==> config.mk <==
export PLATFORM = sky130hd
export DESIGN_NAME = hex_display_ctrl
export DESIGN_NICKNAME = d
export VERILOG_FILES = /design/src/rtl/hex_display_ctrl.sv
export SDC_FILE = /design/constraint.sdc
export NUM_CORES = 1
export LEC_CHECK = 0
export BUFFER_PORTS_ARGS = -buffer_cell sky130_fd_sc_hd__clkbuf_2
export CORE_ASPECT_RATIO = 0.8
export CORE_MARGIN = 4
export CORE_UTILIZATION = 49
export CTS_BUF_LIST = sky130_fd_sc_hd__clkbuf_4 sky130_fd_sc_hd__clkbuf_8
export CTS_CLUSTER_DIAMETER = 30
export DETAILED_ROUTE_END_ITERATION = 8
export PLACE_DENSITY = 0.83
export SLEW_MARGIN = 20
export SYNTH_ARGS = -nofsm -noshare
export SYNTH_HDL_FRONTEND = slang
export SYNTH_SLANG_ARGS = --single-unit
export TNS_END_PERCENT = 10
==> constraint.sdc <==
create_clock -name clock -period 3.8 [get_ports clock]
set_input_delay 0.76 -clock clock [delete_from_list [all_inputs] [get_ports clock]]
set_output_delay 0.76 -clock clock [all_outputs]
set_load 0.02 [all_outputs]
==> src/rtl/hex_display_ctrl.sv <==
// hex_display_ctrl: drives six active-low 7-segment displays from a 32-bit value.
// Modes: raw segment passthrough, hexadecimal, unsigned decimal, signed decimal.
// Decimal conversion is a sequential shift-add-3 engine behind a small FSM.
module hex_display_ctrl #(
    parameter int XLEN   = 32,
    parameter int DIGITS = 6
) (
    input  logic            clock,
    input  logic            reset,
    input  logic [XLEN-1:0] hex_value,
    input  logic [XLEN-1:0] hex_mode,
    input  logic [6:0]      hex_raw0,
    input  logic [6:0]      hex_raw1,
    input  logic [6:0]      hex_raw2,
    input  logic [6:0]      hex_raw3,
    input  logic [6:0]      hex_raw4,
    input  logic [6:0]      hex_raw5,
    output logic [6:0]      HEX0,
    output logic [6:0]      HEX1,
    output logic [6:0]      HEX2,
    output logic [6:0]      HEX3,
    output logic [6:0]      HEX4,
    output logic [6:0]      HEX5,
    output logic            busy
);

    localparam int BCDW = 4 * DIGITS;
    localparam int CW   = $clog2(XLEN);

    localparam logic [6:0] GLYPH_DASH  = 7'h3F;
    localparam logic [6:0] GLYPH_BLANK = 7'h7F;

    localparam logic [1:0] MODE_RAW  = 2'd0;
    localparam logic [1:0] MODE_HEX  = 2'd1;
    localparam logic [1:0] MODE_SDEC = 2'd3;

    localparam logic [XLEN-1:0] UDEC_MAX = XLEN'(32'd999999);
    localparam logic [XLEN-1:0] SDEC_MAX = XLEN'(32'd99999);
    localparam logic [XLEN-1:0] ONE_X    = {{(XLEN-1){1'b0}}, 1'b1};
    localparam logic [CW-1:0]   ONE_C    = {{(CW-1){1'b0}}, 1'b1};
    localparam logic [CW-1:0]   LAST_CNT = CW'(XLEN - 1);

    typedef enum logic [1:0] {
        S_IDLE    = 2'd0,
        S_CONVERT = 2'd1,
        S_UPDATE  = 2'd2
    } state_t;

    // Active-low glyph for one hex digit (0-9, A-F).
    function automatic logic [6:0] seg_glyph(input logic [3:0] d);
        logic [6:0] g;
        case (d)
            4'h0:    g = 7'h40;
            4'h1:    g = 7'h79;
            4'h2:    g = 7'h24;
            4'h3:    g = 7'h30;
            4'h4:    g = 7'h19;
            4'h5:    g = 7'h12;
            4'h6:    g = 7'h02;
            4'h7:    g = 7'h78;
            4'h8:    g = 7'h00;
            4'h9:    g = 7'h10;
            4'hA:    g = 7'h08;
            4'hB:    g = 7'h03;
            4'hC:    g = 7'h46;
            4'hD:    g = 7'h21;
            4'hE:    g = 7'h06;
            4'hF:    g = 7'h0E;
            default: g = GLYPH_BLANK;
        endcase
        return g;
    endfunction

    state_t            r_state;
    state_t            w_next_state;
    logic              r_busy;
    logic [XLEN-1:0]   r_value;
    logic [2:0]        r_mode;
    logic [XLEN-1:0]   r_shift;
    logic [BCDW-1:0]   r_bcd;
    logic [CW-1:0]     r_count;
    logic [6:0]        r_hex [DIGITS];

    logic              w_change;
    logic              w_in_neg;
    logic [XLEN-1:0]   w_load;
    logic [BCDW-1:0]   w_bcd_adj;
    logic              w_neg;
    logic [XLEN-1:0]   w_mag;
    logic              w_ovf;
    logic              w_seen;
    logic [3:0]        w_digit [DIGITS];
    logic [6:0]        w_disp  [DIGITS];
    logic [6:0]        w_raw   [DIGITS];
    logic              w_unused_mode;

    assign w_raw[0] = hex_raw0;
    assign w_raw[1] = hex_raw1;
    assign w_raw[2] = hex_raw2;
    assign w_raw[3] = hex_raw3;
    assign w_raw[4] = hex_raw4;
    assign w_raw[5] = hex_raw5;

    assign w_unused_mode = ^hex_mode[XLEN-1:3];

    // Input change detection and shift-register load value (magnitude for signed mode).
    always_comb begin
        w_change = (hex_value != r_value) || (hex_mode[2:0] != r_mode);
        w_in_neg = (hex_mode[1:0] == MODE_SDEC) && hex_value[XLEN-1];
        if (w_in_neg) begin
            w_load = ~hex_value + ONE_X;
        end else begin
            w_load = hex_value;
        end
    end

    // State register plus registered busy flag.
    always_ff @(posedge clock or negedge reset) begin
        if (!reset) begin
            r_state <= S_IDLE;
            r_busy  <= 1'b0;
        end else begin
            r_state <= w_next_state;
            r_busy  <= (w_next_state != S_IDLE);
        end
    end

    // Next-state logic: convert for decimal modes, update directly otherwise.
    always_comb begin
        w_next_state = r_state;
        case (r_state)
            S_IDLE: begin
                if (w_change) begin
                    if (hex_mode[1]) begin
                        w_next_state = S_CONVERT;
                    end else begin
                        w_next_state = S_UPDATE;
                    end
                end else begin
                    w_next_state = S_IDLE;
                end
            end
            S_CONVERT: begin
                if (r_count == LAST_CNT) begin
                    w_next_state = S_UPDATE;
                end else begin
                    w_next_state = S_CONVERT;
                end
            end
            S_UPDATE: w_next_state = S_IDLE;
            default:  w_next_state = S_IDLE;
        endcase
    end

    // Add 3 to every BCD digit that is 5 or more before the next shift.
    always_comb begin
        w_bcd_adj = '0;
        for (int i = 0; i < DIGITS; i++) begin
            if (r_bcd[4*i +: 4] >= 4'd5) begin
                w_bcd_adj[4*i +: 4] = r_bcd[4*i +: 4] + 4'd3;
            end else begin
                w_bcd_adj[4*i +: 4] = r_bcd[4*i +: 4];
            end
        end
    end

    // Latch inputs on change and run the double-dabble datapath.
    always_ff @(posedge clock or negedge reset) begin
        if (!reset) begin
            r_value <= '0;
            r_mode  <= 3'd0;
            r_shift <= '0;
            r_bcd   <= '0;
            r_count <= '0;
        end else begin
            case (r_state)
                S_IDLE: begin
                    if (w_change) begin
                        r_value <= hex_value;
                        r_mode  <= hex_mode[2:0];
                        r_shift <= w_load;
                        r_bcd   <= '0;
                        r_count <= '0;
                    end
                end
                S_CONVERT: begin
                    r_bcd   <= {w_bcd_adj[BCDW-2:0], r_shift[XLEN-1]};
                    r_shift <= {r_shift[XLEN-2:0], 1'b0};
                    r_count <= r_count + ONE_C;
                end
                default: begin
                    r_count <= r_count;
                end
            endcase
        end
    end

    // Sign, magnitude and overflow of the latched value.
    always_comb begin
        w_neg = (r_mode[1:0] == MODE_SDEC) && r_value[XLEN-1];
        if (w_neg) begin
            w_mag = ~r_value + ONE_X;
        end else begin
            w_mag = r_value;
        end
        case (r_mode[1:0])
            2'd2:      w_ovf = (r_value > UDEC_MAX);
            MODE_SDEC: w_ovf = (w_mag > SDEC_MAX);
            default:   w_ovf = 1'b0;
        endcase
    end

    // Per-display digit source: raw nibbles in hex mode, BCD digits otherwise.
    always_comb begin
        for (int i = 0; i < DIGITS; i++) begin
            if (r_mode[1:0] == MODE_HEX) begin
                w_digit[i] = r_value[4*i +: 4];
            end else begin
                w_digit[i] = r_bcd[4*i +: 4];
            end
        end
    end

    // Glyph selection, scanning from HEX5 down so leading zeros can be blanked.
    always_comb begin
        w_seen = 1'b0;
        for (int i = DIGITS - 1; i >= 0; i--) begin
            w_disp[i] = GLYPH_BLANK;
            if (w_ovf) begin
                w_disp[i] = GLYPH_DASH;
            end else if ((r_mode[1:0] == MODE_SDEC) && (i == DIGITS - 1)) begin
                w_disp[i] = w_neg ? GLYPH_DASH : GLYPH_BLANK;
            end else if (r_mode[2] && !w_seen && (w_digit[i] == 4'd0) && (i != 0)) begin
                w_disp[i] = GLYPH_BLANK;
            end else begin
                w_disp[i] = seg_glyph(w_digit[i]);
                w_seen    = 1'b1;
            end
        end
    end

    // Display registers: raw path follows the live mode; converted result lands only in UPDATE.
    always_ff @(posedge clock or negedge reset) begin
        if (!reset) begin
            for (int i = 0; i < DIGITS; i++) begin
                r_hex[i] <= GLYPH_BLANK;
            end
        end else if (hex_mode[1:0] == MODE_RAW) begin
            for (int i = 0; i < DIGITS; i++) begin
                r_hex[i] <= ~w_raw[i];
            end
        end else if ((r_state == S_UPDATE) && (r_mode[1:0] != MODE_RAW)) begin
            for (int i = 0; i < DIGITS; i++) begin
                r_hex[i] <= w_disp[i];
            end
        end
    end

    assign HEX0 = r_hex[0];
    assign HEX1 = r_hex[1];
    assign HEX2 = r_hex[2];
    assign HEX3 = r_hex[3];
    assign HEX4 = r_hex[4];
    assign HEX5 = r_hex[5];
    assign busy = r_busy;

endmodule

======== Yosys cells after proc, flatten, opt, wreduce, memory -nomap -nowiden ========
Memory sizes are Yosys's and may differ from the RTL's.
Index checks and enable logic that the tools add are counted.
storage, ports and cells
  bits in registers ....................... 141
  ROM bits ................................ 672
  output and inout port bits .............. 43
  memories ................................ 6
memories
  memory           words  width  rd ports  clocked after memory_dff  write ports  RTL line  text
  (no name shown)  16     7      1         0                         0            52        case (d)
  (no name shown)  16     7      1         0                         0            52
  (no name shown)  16     7      1         0                         0            52
  (no name shown)  16     7      1         0                         0            52
  (no name shown)  16     7      1         0                         0            52
  (no name shown)  16     7      1         0                         0            52
cells by class
  add/sub/neg operators ................... 9
  magnitude comparators ................... 8
  equal/unequal tests ..................... 10
  muxes and demuxes ....................... 49
  bitwise gates (word level) .............. 8
  reduce and logical (&&, ||, !) cells .... 30
operators with widths
  operator                                                         number
  two-way mux 32 bit                                               3
  two-way mux 7 bit                                                13
  two-way mux 42 bit                                               2
  adder 32 x 1 -> 32 bit, second input constant                    2
  inverter 32 bit                                                  2
  case mux 32 bit (2 select lines)                                 1
  case mux 24 bit (2 select lines)                                 1
  two-way mux 4 bit                                                11
  inverter 7 bit                                                   6
  greater-than comparator 32 x 17 -> 1 bit, second input constant  1
  greater-than comparator 32 x 20 -> 1 bit, second input constant  1
  inequality test 32 bit                                           1
  >= comparator 4 x 3 -> 1 bit, second input constant              6
  two-way mux 24 bit                                               1
  adder 4 x 2 -> 4 bit, second input constant                      5
  logical NOT 4 bit                                                5
  logical AND 1 bit                                                12
  case mux 5 bit (2 select lines)                                  1
  two-way mux 1 bit                                                9
  equality test 2 bit, second input constant                       4
  nonzero test 2 bit                                               4
  two-way mux 2 bit                                                3
  adder 5 x 1 -> 5 bit, second input constant                      1
  equality test 5 bit, second input constant                       1
  12 further kinds                                                 18

======== Depth between registers and ports, before layout ========
  word-level depth ........................ 29
  gate-level depth with buffers ........... 16

======== Least setup slack after synthesis ========
Ideal clock, no wire load.
  path type ............................... reg2reg
  from .................................... register r_mode[1]
  to ...................................... register r_hex, in the netlist HEX1[0]
  library setup time ...................... 0.078 ns
  arrival ................................. 3.949 ns
  setup slack ............................. -0.227 ns
  cell stages (with the launch flop) ...... 15
  path through ............................ dfrtp_1 > nor2b_1 > clkbuf_1 > buf_2 > clkbuf_1 > buf_1 > mux2i_1 > ha_1 > nand2_1 > o31ai_2 > nor4b_2 > nor2b_1 > a2111oi_0 > and3_1 > o22ai_1
on the way
  word-level cells in the longest chain between the ends .. 29
RTL lines
  what                                                                               RTL line  text
  from (decl)                                                                        78        logic [2:0] r_mode;
  from (signal assigned)                                                             180       r_mode <= hex_mode[2:0];
  branches (longest 29 deep; another with greater-than comparator 32 x 17 -> 1 bit)  -
  to (signal, indexed assignment)                                                    250       r_hex[i] <= ~w_raw[i];
  to (signal, indexed assignment)                                                    254       r_hex[i] <= w_disp[i];
  to (decl)                                                                          82        logic [6:0] r_hex [DIGITS];
Parallel ways; which one is timed is not known. The select of a mux whose other input is x is not followed.
A chain may end at the register's enable or synchronous reset.

======== Final worst setup path ========
  from .................................... register r_value[0]
  to ...................................... register r_hex, in the netlist HEX2[2]
on the way
  word-level cells in the longest chain between the ends .. 23
RTL lines
  what                                      RTL line  text
  from (decl)                               77        logic [XLEN-1:0] r_value;
  from (signal assigned)                    179       r_value <= hex_value;
  inverter 32 bit                           202       w_mag = ~r_value + ONE_X;
  adder 32 x 1 -> 32 bit                    202
  two-way mux 32 bit                        201       if (w_neg) begin
  greater-than comparator 32 x 17 -> 1 bit  208       MODE_SDEC: w_ovf = (w_mag > SDEC_MAX);
  case mux 1 bit (2 select lines) (*)       206       case (r_mode[1:0])
  two-way mux 1 bit                         229       if (w_ovf) begin
  logical NOT 1 bit                         233       end else if (r_mode[2] && !w_seen && (w_digit[i] == 4'd0) && (i != 0)) begin
  logical AND 1 bit (2 in series)           233
  [... 5 more ...]                          -
  two-way mux 1 bit                         233
  two-way mux 1 bit                         229
  logical NOT 1 bit                         233
  logical AND 1 bit (2 in series)           233
  two-way mux 7 bit                         233
  two-way mux 7 bit (*)                     229
  two-way mux 42 bit (*)                    252       end else if ((r_state == S_UPDATE) && (r_mode[1:0] != MODE_RAW)) begin
  two-way mux 42 bit (*)                    248       end else if (hex_mode[1:0] == MODE_RAW) begin
Every way passes the cells marked *; elsewhere a longest branch is shown, timed or not. The select of a mux whose other input is x is not followed.

==> run metrics <==
status=complete, no violations; worst-path fanout max=25; CP startpoint kind=register; H-tree depth=4; Max Cap Viol=0; IO Port Bufs=about 120; power density over the cells=approximately 820 nW/um^2; post-route ant nets=0; clock latency on the worst-skew pair=0.46 ns; Post-Syn Instances=1193; first drt pass iteration count=5; Post-synth ARST share=100%; Yosys top cell area share=between 20% and 30%; vias in the first global route=9286; leakage power total=between 4 and 5 nW; Fin Setup TNS=0 ns; crit-path cells=inv_1, ha_1, or3b_2, or4_1, a211oi_1, nor4bb_1, nand4_1, o22ai_4, buf_4, nand4_1, o2bb2ai_1; post-route DRC violation count=0; Die X=between 150 and 200 um; Synth Cell Area=approximately 10000 um^2; post-synth top area cell=dfrtp_1; drt total wl=about 29 mm; DR vias/cell=approximately 6.3; core box area=20800 um^2; Worst slew margin=between 20% and 30%; #FFs+latches synth=around 140; Tcrit/Tclk final=96.6%; worst min-delay path class=input port to asynchronous set/reset pin; post-DP HPWL=20.5 mm; area post-placement=between 10000 and 15000 um^2; WL/cell=between 15 and 20 um; ant diodes=0; fmax=0.272 GHz; IR drop worst, VDD=around 410 uV; Max Slew Vio Count=0; EDFF count, synth=0; Die ar.=approximately 24000 um^2; RSZ-0062 raised after global routing=no; Layout Area Growth over Synthesis=12.4%; Num CTS Buffers=17; syn_area_per_cell=roughly 9 um^2; Largest stage delay, worst path=roughly 0.67 ns; CTS Buffer Depth=2; Placer Congestion=about 0.94; final core utilization=between 50% and 60%; Least-Margin Pin Slew=roughly 1.1 ns; row cnt=47; vias after detailed routing=9773; Die Ht=around 140 um; First DRT Iteration DRCs=between 900 and 1000; Seq/Total Area, Yosys=between 30% and 40%; Hold WS=~0.34 ns; final hold vios=0; grt total ovfl=0; unique cell type count in the Yosys netlist=a little over 80; register area=approximately 3600 um^2; Crit Path Category=register to register; Initial Util=50.3%; GRT Total Usage=about a quarter; FF-to-FF Start=r_value[0]; Final nets=~1400; first-pass GRT wire length=around 47 mm; syn nets=around 1400; # hold bufs at CTS=0; final setup fails=0; initial antenna violation count=0; Setup Buffers After CTS=0; I/O pin total=between 150 and 200; Max Clock Skew=about 0.012 ns; multi-input logic area=roughly 6300 um^2; Clock transition at path regs=0.08 ns; CP Data Required Time=4.16 ns; fin crit period=between 3 and 4 ns; CP startpoint=r_value[0]; TritonCTS clock tree=yes; fillers=around 1800; Critical Path AT=around 4.0 ns; Root Driver=clkbuf_8; Slowest cell on crit path=or4_1; synth top area cells=dfrtp_1, dfstp_2, ha_1; synth cell count leaders=nor2_1, o21ai_0, dfrtp_1; Synthesis Warnings=0; largest net degree at the start of global routing=87; clk sinks=around 140; ys flop type=dfrtp_1; share of cells above drive strength 1=roughly a quarter; final instance area=11800 um^2; CP endpoint kind=register; # resized after CTS=0; cell seen most often among critical-path stages=nand4_1
[worst paths after layout]
check / to / slack, ns / depth (start not counted)
setup reg to reg: HEX2[2] / 0.13 / 11
max in group asynchronous: HEX5[6] / 2.59 / 2
hold reg to reg: r_shift[13] / 0.48 / 2
setup / recovery: HEX2[2] / 0.13 / 11
hold / removal: r_shift[8] / 0.34 / 1
min in group clock: HEX4[0] / 0.43 / 2
[layer usage]
metal | track usage [%] | vias to the layer above | routed length [um]
met5 | 0 | - | 0
met4 | 6.46 | 0 | 461
met3 | 4.50 | 46 | 2130
met2 | 38.9 | 425 | 13800
met1 | 33.0 | 4729 | 12600
li1 | - | 4573 | -
[placed cells by master, fill, tap and decap left out, types with 5 or more instances in the layout]
cell type / instances
dfstp_2: 42
o21ai_0: 100
and4b_1: 5
or3_1: 11
a22oi_1: 20
and2_1: 5
xnor2_1: 51
o31ai_1: 21
o2bb2ai_1: 7
mux2i_1: 23
clkbuf_2: 120
or4_1: 8
nor4_1: 16
inv_1: 39
a221oi_1: 9
nand3_1: 42
o211ai_1: 6
nor3_1: 28
dfrtp_1: 99
and4_1: 7
and3_1: 21
nand2_1: 79
nand4_1: 20
mux2_2: 41
o22ai_1: 29
nor2_1: 98
a221o_1: 16
buf_4: 40
nand2b_1: 11
xor2_1: 24
nor3b_1: 6
a32o_1: 6
a211oi_1: 7
a21oi_1: 49
clkbuf_8: 19
ha_1: 52
a31oi_1: 14
[area by class of cell]
type                       count  share of cell area, %
tap                          269                   2.86
multi-input combinational    911                   53.6
clock inverter                11                   1.20
timing repair buffer         164                   8.27
sequential                   141                   30.5
clock buffer                  21                   2.35
inverter                      39                   1.24
[where the power goes]
part	leakage, nW	switching [mW]	internal [mW]
clock network	0.210	0.614	0.695
registers	1.67	0.746	2.23
logic	3.06	3.22	2.20
total	4.94	4.57	5.12
[kinds of logic after synthesis]
family	after synthesis	share of synthesized area [%]
buffers and inverters	141	5.85
xor gates and xnor gates	75	6.28
adders and majority gates	52	6.22
AOI/OAI and AO/OA	336	21.6
and+or+nand+nor	383	19.0
DFF	141	34.2
muxes	65	6.83
[critical path, delay by kind of cell (launching register included)]
kind / cells / cell delay [ns]
flops: 1 / 0.45
buf+inv: 2 / 0.39
simple gates: 5 / 1.95
fa+ha+maj: 1 / 0.17
compound gates: 3 / 0.61
[state kept, by name, indices dropped and copies added, names as in the netlist]
register,count
r_shift,32
r_value,32
r_bcd,24
HEX0,7
HEX1,7
HEX2,7
HEX3,7
HEX4,7
HEX5,7
r_count,5
r_mode,3
r_state,2
busy,1
[metrics by stage]
step / power, mW / std cells / worst slack, ns
detailed placement: 8.25 / 1524 / 0.226
global route: 10.4 / 1556 / 0.0479
CTS: 9.60 / 1556 / 0.203
finish: 9.70 / 1556 / 0.128
floorplan: 6.77 / 1193 / 0.102
global placement: 8.08 / 1524 / 0.286
Note: power is estimated with default switching activity, not from simulation.
